**config.mk**
```make
export PLATFORM = sky130hd
export DESIGN_NAME = input_port_fifo
export DESIGN_NICKNAME = d
export VERILOG_FILES = /design/src/rtl/cpu_pkg.sv /design/src/rtl/sync_fifo.sv /design/src/rtl/input_port_fifo.sv
export SDC_FILE = /design/constraint.sdc
export NUM_CORES = 1
export LEC_CHECK = 0
export CORE_ASPECT_RATIO = 0.75
export CORE_UTILIZATION = 55
export CTS_CLUSTER_SIZE = 40
export DETAILED_ROUTE_END_ITERATION = 7
export PLACE_DENSITY = 0.79
export SYNTH_ARGS = -nofsm -noshare
export SYNTH_HDL_FRONTEND = slang
export SYNTH_HIERARCHICAL = 1
export SYNTH_SLANG_ARGS = --single-unit
```
**constraint.sdc**
```tcl
create_clock -name clk -period 2.65 [get_ports clk]
set_clock_uncertainty 0.15 [all_clocks]
set_input_delay 0.53 -clock clk [delete_from_list [all_inputs] [get_ports clk]]
set_output_delay 0.53 -clock clk [all_outputs]
set_load 0.005 [all_outputs]
```
**src/rtl/cpu_pkg.sv**
```systemverilog
// Shared definitions for the SAP-style CPU datapath blocks.
package cpu_pkg;

    localparam int unsigned DATA_W = 8;

    typedef enum logic {
        HS_IDLE = 1'b0,
        HS_ACK  = 1'b1
    } hs_state_e;

endpackage

```
**src/rtl/sync_fifo.sv**
```systemverilog
// Single-clock FIFO with combinational head; the caller guarantees no push when full without a pop.
module sync_fifo #(
    parameter int unsigned DATA_W = 8,
    parameter int unsigned DEPTH  = 4
) (
    input  logic                        clk,
    input  logic                        rst_n,
    input  logic                        push,
    input  logic                        pop,
    input  logic [DATA_W-1:0]           wdata,
    output logic [DATA_W-1:0]           head,
    output logic [$clog2(DEPTH):0]      count,
    output logic                        full,
    output logic                        empty
);

    localparam int unsigned PTR_W = $clog2(DEPTH);
    localparam int unsigned CNT_W = PTR_W + 1;

    logic [DATA_W-1:0] mem_q [DEPTH];
    logic [DATA_W-1:0] mem_d [DEPTH];
    logic [PTR_W-1:0]  wr_ptr_q, wr_ptr_d;
    logic [PTR_W-1:0]  rd_ptr_q, rd_ptr_d;
    logic [CNT_W-1:0]  count_q, count_d;

    always_comb begin
        mem_d    = mem_q;
        wr_ptr_d = wr_ptr_q;
        rd_ptr_d = rd_ptr_q;
        if (push) begin
            mem_d[wr_ptr_q] = wdata;
            wr_ptr_d        = wr_ptr_q + PTR_W'(1);
        end
        if (pop) begin
            rd_ptr_d = rd_ptr_q + PTR_W'(1);
        end
        count_d = count_q + CNT_W'(push) - CNT_W'(pop);
    end

    always_ff @(posedge clk or negedge rst_n) begin
        if (!rst_n) begin
            mem_q    <= '{default: '0};
            wr_ptr_q <= '0;
            rd_ptr_q <= '0;
            count_q  <= '0;
        end else begin
            mem_q    <= mem_d;
            wr_ptr_q <= wr_ptr_d;
            rd_ptr_q <= rd_ptr_d;
            count_q  <= count_d;
        end
    end

    assign head  = mem_q[rd_ptr_q];
    assign count = count_q;
    assign full  = (count_q == CNT_W'(DEPTH));
    assign empty = (count_q == '0);

endmodule

```
**src/rtl/input_port_fifo.sv**
```systemverilog
// CPU input unit: 4-phase req/ack capture from an async source into a FIFO drained onto the W bus.
module input_port_fifo #(
    parameter int unsigned DATA_W      = cpu_pkg::DATA_W,
    parameter int unsigned DEPTH       = 4,
    parameter int unsigned SYNC_STAGES = 2
) (
    input  logic              clk,
    input  logic              rst_n,
    input  logic              ext_req,
    input  logic [DATA_W-1:0] ext_data,
    output logic              ext_ack,
    input  logic              ei_n,
    output logic [DATA_W-1:0] w_bus_out,
    output logic              w_bus_drive,
    output logic              data_ready,
    output logic              underflow
);

    import cpu_pkg::*;

    localparam int unsigned CNT_W = $clog2(DEPTH) + 1;

    logic [SYNC_STAGES-1:0] req_sync_q, req_sync_d;
    hs_state_e              state_q, state_d;
    logic                   ack_q, ack_d;
    logic                   underflow_q, underflow_d;

    logic                   req_s;
    logic                   push, pop;
    logic [DATA_W-1:0]      fifo_head;
    logic [CNT_W-1:0]       fifo_count;
    logic                   fifo_full, fifo_empty;

    assign req_s      = req_sync_q[SYNC_STAGES-1];
    assign data_ready = (fifo_count != '0);
    assign pop        = ~ei_n & data_ready;
    // A pop in the same cycle frees a slot, so a full FIFO can still accept.
    assign push       = (state_q == HS_IDLE) & req_s & (~fifo_full | pop);

    always_comb begin
        req_sync_d  = {req_sync_q[SYNC_STAGES-2:0], ext_req};
        state_d     = state_q;
        underflow_d = underflow_q | (~ei_n & fifo_empty);
        unique case (state_q)
            HS_IDLE: if (push)   state_d = HS_ACK;
            HS_ACK:  if (!req_s) state_d = HS_IDLE;
            default:             state_d = HS_IDLE;
        endcase
        ack_d = (state_d == HS_ACK);
    end

    always_ff @(posedge clk or negedge rst_n) begin
        if (!rst_n) begin
            req_sync_q  <= '0;
            state_q     <= HS_IDLE;
            ack_q       <= 1'b0;
            underflow_q <= 1'b0;
        end else begin
            req_sync_q  <= req_sync_d;
            state_q     <= state_d;
            ack_q       <= ack_d;
            underflow_q <= underflow_d;
        end
    end

    sync_fifo #(
        .DATA_W (DATA_W),
        .DEPTH  (DEPTH)
    ) u_fifo (
        .clk    (clk),
        .rst_n  (rst_n),
        .push   (push),
        .pop    (pop),
        .wdata  (ext_data),
        .head   (fifo_head),
        .count  (fifo_count),
        .full   (fifo_full),
        .empty  (fifo_empty)
    );

    assign ext_ack     = ack_q;
    assign underflow   = underflow_q;
    assign w_bus_drive = ~ei_n & data_ready;
    assign w_bus_out   = w_bus_drive ? fifo_head : '0;

endmodule
```
# Word level (Yosys, flattened, before mapping)
# Cells that the tools add are included.
# word_totals
register_bits	43
in_bits	12
out_inout_bits	12
# op_classes
add_sub_neg	4
order_cmp	3
eq_ne	1
muxes	10
n_bitwise	11
n_reduce_logical	3
# ops
operator	count
$bwmux 32	1
$mux 8	4
$bmux 8 s2	1
$demux 8 s2	1
$ge 3x3->1 const B	2
$not 2->3	2
$add 2x1->2 const B	2
$and 1x1->1	4
$add 3x1->3	1
$eq 3x3->1 const B	1
$logic_not 3->1	1
$lt 3x1->1 const B	1
$not 1->1	3
$reduce_bool 3->1	1
$sub 3x1->3	1
$mux 1	2
$or 1x1->1	2
$pmux 1 s2	1
$logic_and 1x1->1	1

# Depth between registers and ports, before layout
# depth
depth_word	6
mapped_depth	10

# Cells and area by module
# The synthesis kept the hierarchy.
# by_module_without_submodules
module	instances	cells_each	area_each_um2	seq_area_each_um2
sync_fifo	1	109	1751.7	975.9
input_port_fifo	1	25	250.2	100.1

# Worst setup path after synthesis
# No wires, ideal clock.
# synth_timing
path_type	reg2reg
start	register u_fifo.count_q[1], in the netlist u_fifo/count[1]
end	register u_fifo.count_q[2], in the netlist u_fifo/count[2]
setup_time_ns	0.127
arrival_ns	2.059
slack_ns	0.314
path_stages_with_launch	11
n_path_buf	1
period_less_slack_ns	2.336
cell_sequence	dfrtp_1 -> nor3_2 -> buf_4 -> nor2_1 -> ha_1 -> inv_1 -> ha_1 -> inv_1 -> fa_1 -> xnor2_1 -> xnor2_1
# synth_via
elab_chain_cells	6
elab_cells_between_ends	8
cone_classes	add/sub (2); eq/ne (1); bitwise (4); reduce/logical (1)
# synth_lines
item	line_no	source
start, declared	sync_fifo.sv:24	logic [CNT_W-1:0] count_q, count_d;
start signal, assigned	sync_fifo.sv:50	count_q <= count_d;
$reduce_bool 3->1 *	input_port_fifo.sv:35	assign data_ready = (fifo_count != '0);
$and 1x1->1 *	--	
net w_bus_drive	input_port_fifo.sv:14	output logic w_bus_drive,
$or 1x1->1	input_port_fifo.sv:38	assign push = (state_q == HS_IDLE) & req_s & (~fifo_full | pop);
$and 1x1->1	input_port_fifo.sv:38	
$add 3x1->3	sync_fifo.sv:37	count_d = count_q + CNT_W'(push) - CNT_W'(pop);
$sub 3x1->3 *	sync_fifo.sv:37	
net u_fifo.count_d[2]	sync_fifo.sv:24	
# Mark *: on every way through the listed nets, which the timed path passes. The rest lies on a longest branch.
# A chain may end at the register's enable or synchronous reset.

# Worst setup path in the final report
# layout_timing
start	register u_fifo.rd_ptr_q[0]
end	output port w_bus_out[4]
# layout_via
elab_chain_cells	5
# layout_lines
item	line_no	source
start, declared	sync_fifo.sv:23	logic [PTR_W-1:0] rd_ptr_q, rd_ptr_d;
start signal, assigned	sync_fifo.sv:49	rd_ptr_q <= rd_ptr_d;
$not 2->3 (not written as such)	sync_fifo.sv:54	assign head = mem_q[rd_ptr_q];
$bmux 8 s2	sync_fifo.sv:54	
$mux 8 (not written as such) (2 in a row)	sync_fifo.sv:54	
net fifo_head[4]	input_port_fifo.sv:30	logic [DATA_W-1:0] fifo_head;
$mux 8	input_port_fifo.sv:84	assign w_bus_out = w_bus_drive ? fifo_head : '0;
end, declared	input_port_fifo.sv:13	output logic [DATA_W-1:0] w_bus_out,
# The timed path passes the listed nets, and every way through them passes these cells. The select of a mux whose other input is x is not followed.

==> Flow_metrics.wiki <==
{| class="wikitable"
! Metric !! Value
|-
| WL/cell || 18.4 um
|-
| Via count || 1163
|-
| Die X || 71.7 um
|-
| Pwr per Cell Area || 1150 mW/mm^2
|-
| Initial DRC count || 48
|-
| Synthesis warning total || 6
|-
| TritonCTS clock tree || done
|-
| Number of standard cells after synthesis || 134
|-
| CORE AREA || 0.00338 mm^2
|-
| Area contributors post-synth || sky130_fd_sc_hd__dfrtp_1 (54%), sky130_fd_sc_hd__mux2_2 (18%), sky130_fd_sc_hd__mux4_2 (9.0%)
|-
| Leak || 1.17 nW
|-
| Maximum fanout along the worst path || 3
|-
| Critical path buffers and inverters || 2
|-
| Sum Neg Setup Slack || 0 ps
|-
| Endpoint type of the worst setup path || output pin
|-
| Global route overflow || 0
|-
| Routability Congestion || 0.692
|-
| Final Hold Slack || 203 ps
|-
| Clock slew seen by the registers of the worst setup and hold paths || 80 ps
|-
| Maximum number of pins on one net before global-route repair || 44
|-
| Distinct cell type count of the synthesized netlist || 23
|-
| Hold wc startpoint || req_sync_q[0]
|-
| Placement Setup Slack || -76.5 ps
|-
| Leading area contributor after synthesis || sky130_fd_sc_hd__dfrtp_1
|-
| Average via count per standard cell || 5.56
|-
| Final period demand of the worst path || 2590 ps
|-
| Fin crit share || 0.977
|-
| # clock sinks || 43
|-
| Placed cell areas || 0.00229 mm^2
|-
| Kind of launch point of the worst setup path || flip-flop
|-
| CP top delay family || buffers and inverters
|-
| Fraction of the yosys area taken by sequential cells || 0.538
|-
| Top cell type's share of synthesized area || 0.538
|-
| Fill cell instance count of the final layout || 234
|-
| Per-instance average area after synthesis || 14.9 um^2
|-
| Vertical die dimension || 54.3 um
|-
| Final net count || 187
|-
| Status || finished clean
|-
| Worst Hold Class || reg -> reg
|-
| TritonCTS buffer count || 5
|-
| Max cap viols || 0
|-
| Netlist Area Pre-Place || 0.00200 mm^2
|-
| CP Launch Point || u_fifo/rd_ptr_q[0]
|-
| Final Hold Vio Count || 0
|-
| Unrepaired setup endpoints after global routing || no
|-
| Source of the worst register-to-register timing path || u_fifo/count[2]
|-
| Final instance count without filler cells || 209
|-
| WL final || 3840 um
|-
| Stage delay of the slowest cell on the critical path || 480 ps
|-
| Global router's overall resource usage || 0.223
|-
| Placement Rows || 18
|-
| Root Buffer || sky130_fd_sc_hd__clkbuf_8
|-
| Total die area || 0.00389 mm^2
|-
| Number of global-route vias before repair || 1223
|-
| Maximum clock insertion buffer count || 2
|-
| # setup viols final || 0
|-
| Max-slew violation count || 0
|-
| Critical path, cell by cell || buf_6 -> mux4_2 -> nor3b_2 -> clkdlybuf4s50_1
|-
| Post-DP HPWL || 2660 um
|-
| Final Cell Area || 0.00247 mm^2
|-
| Setup WS post-layout || 60.7 ps
|-
| Critical Path AT || 1910 ps
|-
| Final Power || 2.84 mW
|-
| Clock network latency to the later pin of the worst-skew pair || 300 ps
|-
| Standard cell with the maximum stage delay on the critical path || sky130_fd_sc_hd__mux4_2
|-
| Critical path class || reg -> out
|-
| Antenna Violating Nets Remaining || 0
|-
| Maximum clock frequency || 386 MHz
|-
| Transition at the pin with the smallest max-transition slack || 947 ps
|-
| Fraction of final layout cells with drive strength greater than 1 || 0.408
|-
| Level count of the clock H-tree || 2
|-
| Worst max-slew margin expressed relative to the limit || 0.368
|-
| DRC errors left || 0
|-
| Ports placed on the boundary || 24
|-
| Maximum ir drop on the vdd rail || 0.000560 V
|-
| Initial antenna violation count || 0
|-
| Required time at the worst-slack endpoint || 1970 ps
|-
| Final antenna diode count || 0
|-
| Post-synthesis register bit count || 43
|-
| Total of buffers placed on input and output ports || 23
|-
| Final cell utilization of the core || 0.730
|-
| Synthesis-to-layout area growth || 23.2%
|-
| Total instance count after detailed placement || 199
|-
| Wire length of the first global-routing pass || 6070 um
|-
| Synthesized Nets || 153
|-
| Total iterations of the first detailed-routing run || 4
|-
| Initial Util || 0.593
|}
==> cells in the final DEF, fill, tap and decap left out, types with 2 or more instances in the layout <==
cell type	n
sky130_fd_sc_hd__dfrtp_1	42
sky130_fd_sc_hd__mux2_2	32
sky130_fd_sc_hd__clkdlybuf4s50_1	15
sky130_fd_sc_hd__inv_1	9
sky130_fd_sc_hd__mux4_2	8
sky130_fd_sc_hd__clkbuf_8	7
sky130_fd_sc_hd__dlymetal6s2s_1	6
sky130_fd_sc_hd__buf_4	6
sky130_fd_sc_hd__ha_1	6
sky130_fd_sc_hd__nor3b_2	5
sky130_fd_sc_hd__nor3b_1	4
sky130_fd_sc_hd__nand2_2	4
sky130_fd_sc_hd__nand2_1	3
sky130_fd_sc_hd__buf_6	3
sky130_fd_sc_hd__xnor2_1	3
sky130_fd_sc_hd__xor2_1	2
==> logic make-up after synthesis <==
family / count (synthesis) / share of synthesized area
compound gates: 4 / 0.0188
xor+xnor: 5 / 0.0219
fa+ha+maj: 7 / 0.0475
buf+inv: 14 / 0.0350
flops: 43 / 0.537
mux: 40 / 0.270
simple gates: 21 / 0.0694
==> worst register-to-register path, delay by kind of cell, from the launching register on <==
kind | cells | cell delay, ps
fa+ha+maj | 3 | 790
simple gates | 2 | 490
flops | 1 | 450
xor+xnor | 2 | 280
buf+inv | 2 | 100
==> cells in the mapped netlist <==
cell type	n
sky130_fd_sc_hd__dfrtp_1	43
sky130_fd_sc_hd__o221ai_1	1
sky130_fd_sc_hd__nor2_1	1
sky130_fd_sc_hd__nor3b_1	9
sky130_fd_sc_hd__or2b_1	1
sky130_fd_sc_hd__buf_6	1
sky130_fd_sc_hd__nand2_2	4
sky130_fd_sc_hd__mux4_2	8
sky130_fd_sc_hd__mux2_2	32
sky130_fd_sc_hd__fa_1	1
sky130_fd_sc_hd__nor3_2	1
sky130_fd_sc_hd__xnor2_1	3
sky130_fd_sc_hd__nand2_1	3
sky130_fd_sc_hd__xor2_1	2
sky130_fd_sc_hd__buf_2	2
sky130_fd_sc_hd__or3b_1	1
sky130_fd_sc_hd__inv_1	9
sky130_fd_sc_hd__o32ai_2	1
sky130_fd_sc_hd__buf_4	2
sky130_fd_sc_hd__o21ai_0	1
sky130_fd_sc_hd__nor3_1	1
sky130_fd_sc_hd__ha_1	6
sky130_fd_sc_hd__a21o_1	1
==> layout make-up <==
cell class / instances / area, um^2 / area share
clock buffers: 8 / 100 / 0.0406
inverters: 9 / 33.8 / 0.0137
multi-input cells: 77 / 887 / 0.360
flip-flops and latches: 43 / 1080 / 0.437
well taps: 40 / 50.0 / 0.0203
repair buffers: 32 / 318 / 0.129
==> worst paths after layout <==
path                                            to  slack (ps)  depth (start not counted)
worst min-delay path                 req_sync_q[1]         200                          0
worst max-delay path                  w_bus_out[4]          60                          4
worst min register to register       req_sync_q[1]         200                          0
min in group asynchronous         u_fifo/mem_q[31]         210                          1
max in group asynchronous       u_fifo/rd_ptr_q[1]        1480                          1
worst max register to register     u_fifo/count[2]         260                          9
==> per-layer routing <==
metal | GRT usage | part of all wire | wire length [um] | vias to the layer above
met1 | 0.277 | 0.46 | 1750 | 598
met4 | 0.0882 | 0.010 | 39 | 0
met5 | 0 | 0 | 0 | -
met2 | 0.395 | 0.51 | 1950 | 18
met3 | 0.0442 | 0.026 | 99 | 5
li1 | - | - | - | 542
==> flip-flops by register name, indices dropped and copies added (netlist names) <==
signal and flops:
u_fifo/rd_ptr_q 2, u_fifo/wr_ptr_q 2, underflow 1, u_fifo/mem_q 32, u_fifo/count 3, ext_ack 1, req_sync_q 2
==> timing repair <==
item / 4_1_cts / 5_1_grt
setup endpoints to repair: 9 / 7
gates resized for setup: 3 / 14
buffers inserted: 0 / 2
pin swaps: 0 / 1
hold buffers: 0 / 0
endpoints found under the hold margin: 0 / 0
==> report_power, final <==
| group | internal, mW | switching [mW] | total [mW] |
|---|---|---|---|
| Sequential | 0.972 | 0.229 | 1.20 |
| Clock | 0.238 | 0.215 | 0.453 |
| Combinational | 0.775 | 0.410 | 1.18 |
Note: power is estimated with default switching activity, not from simulation.
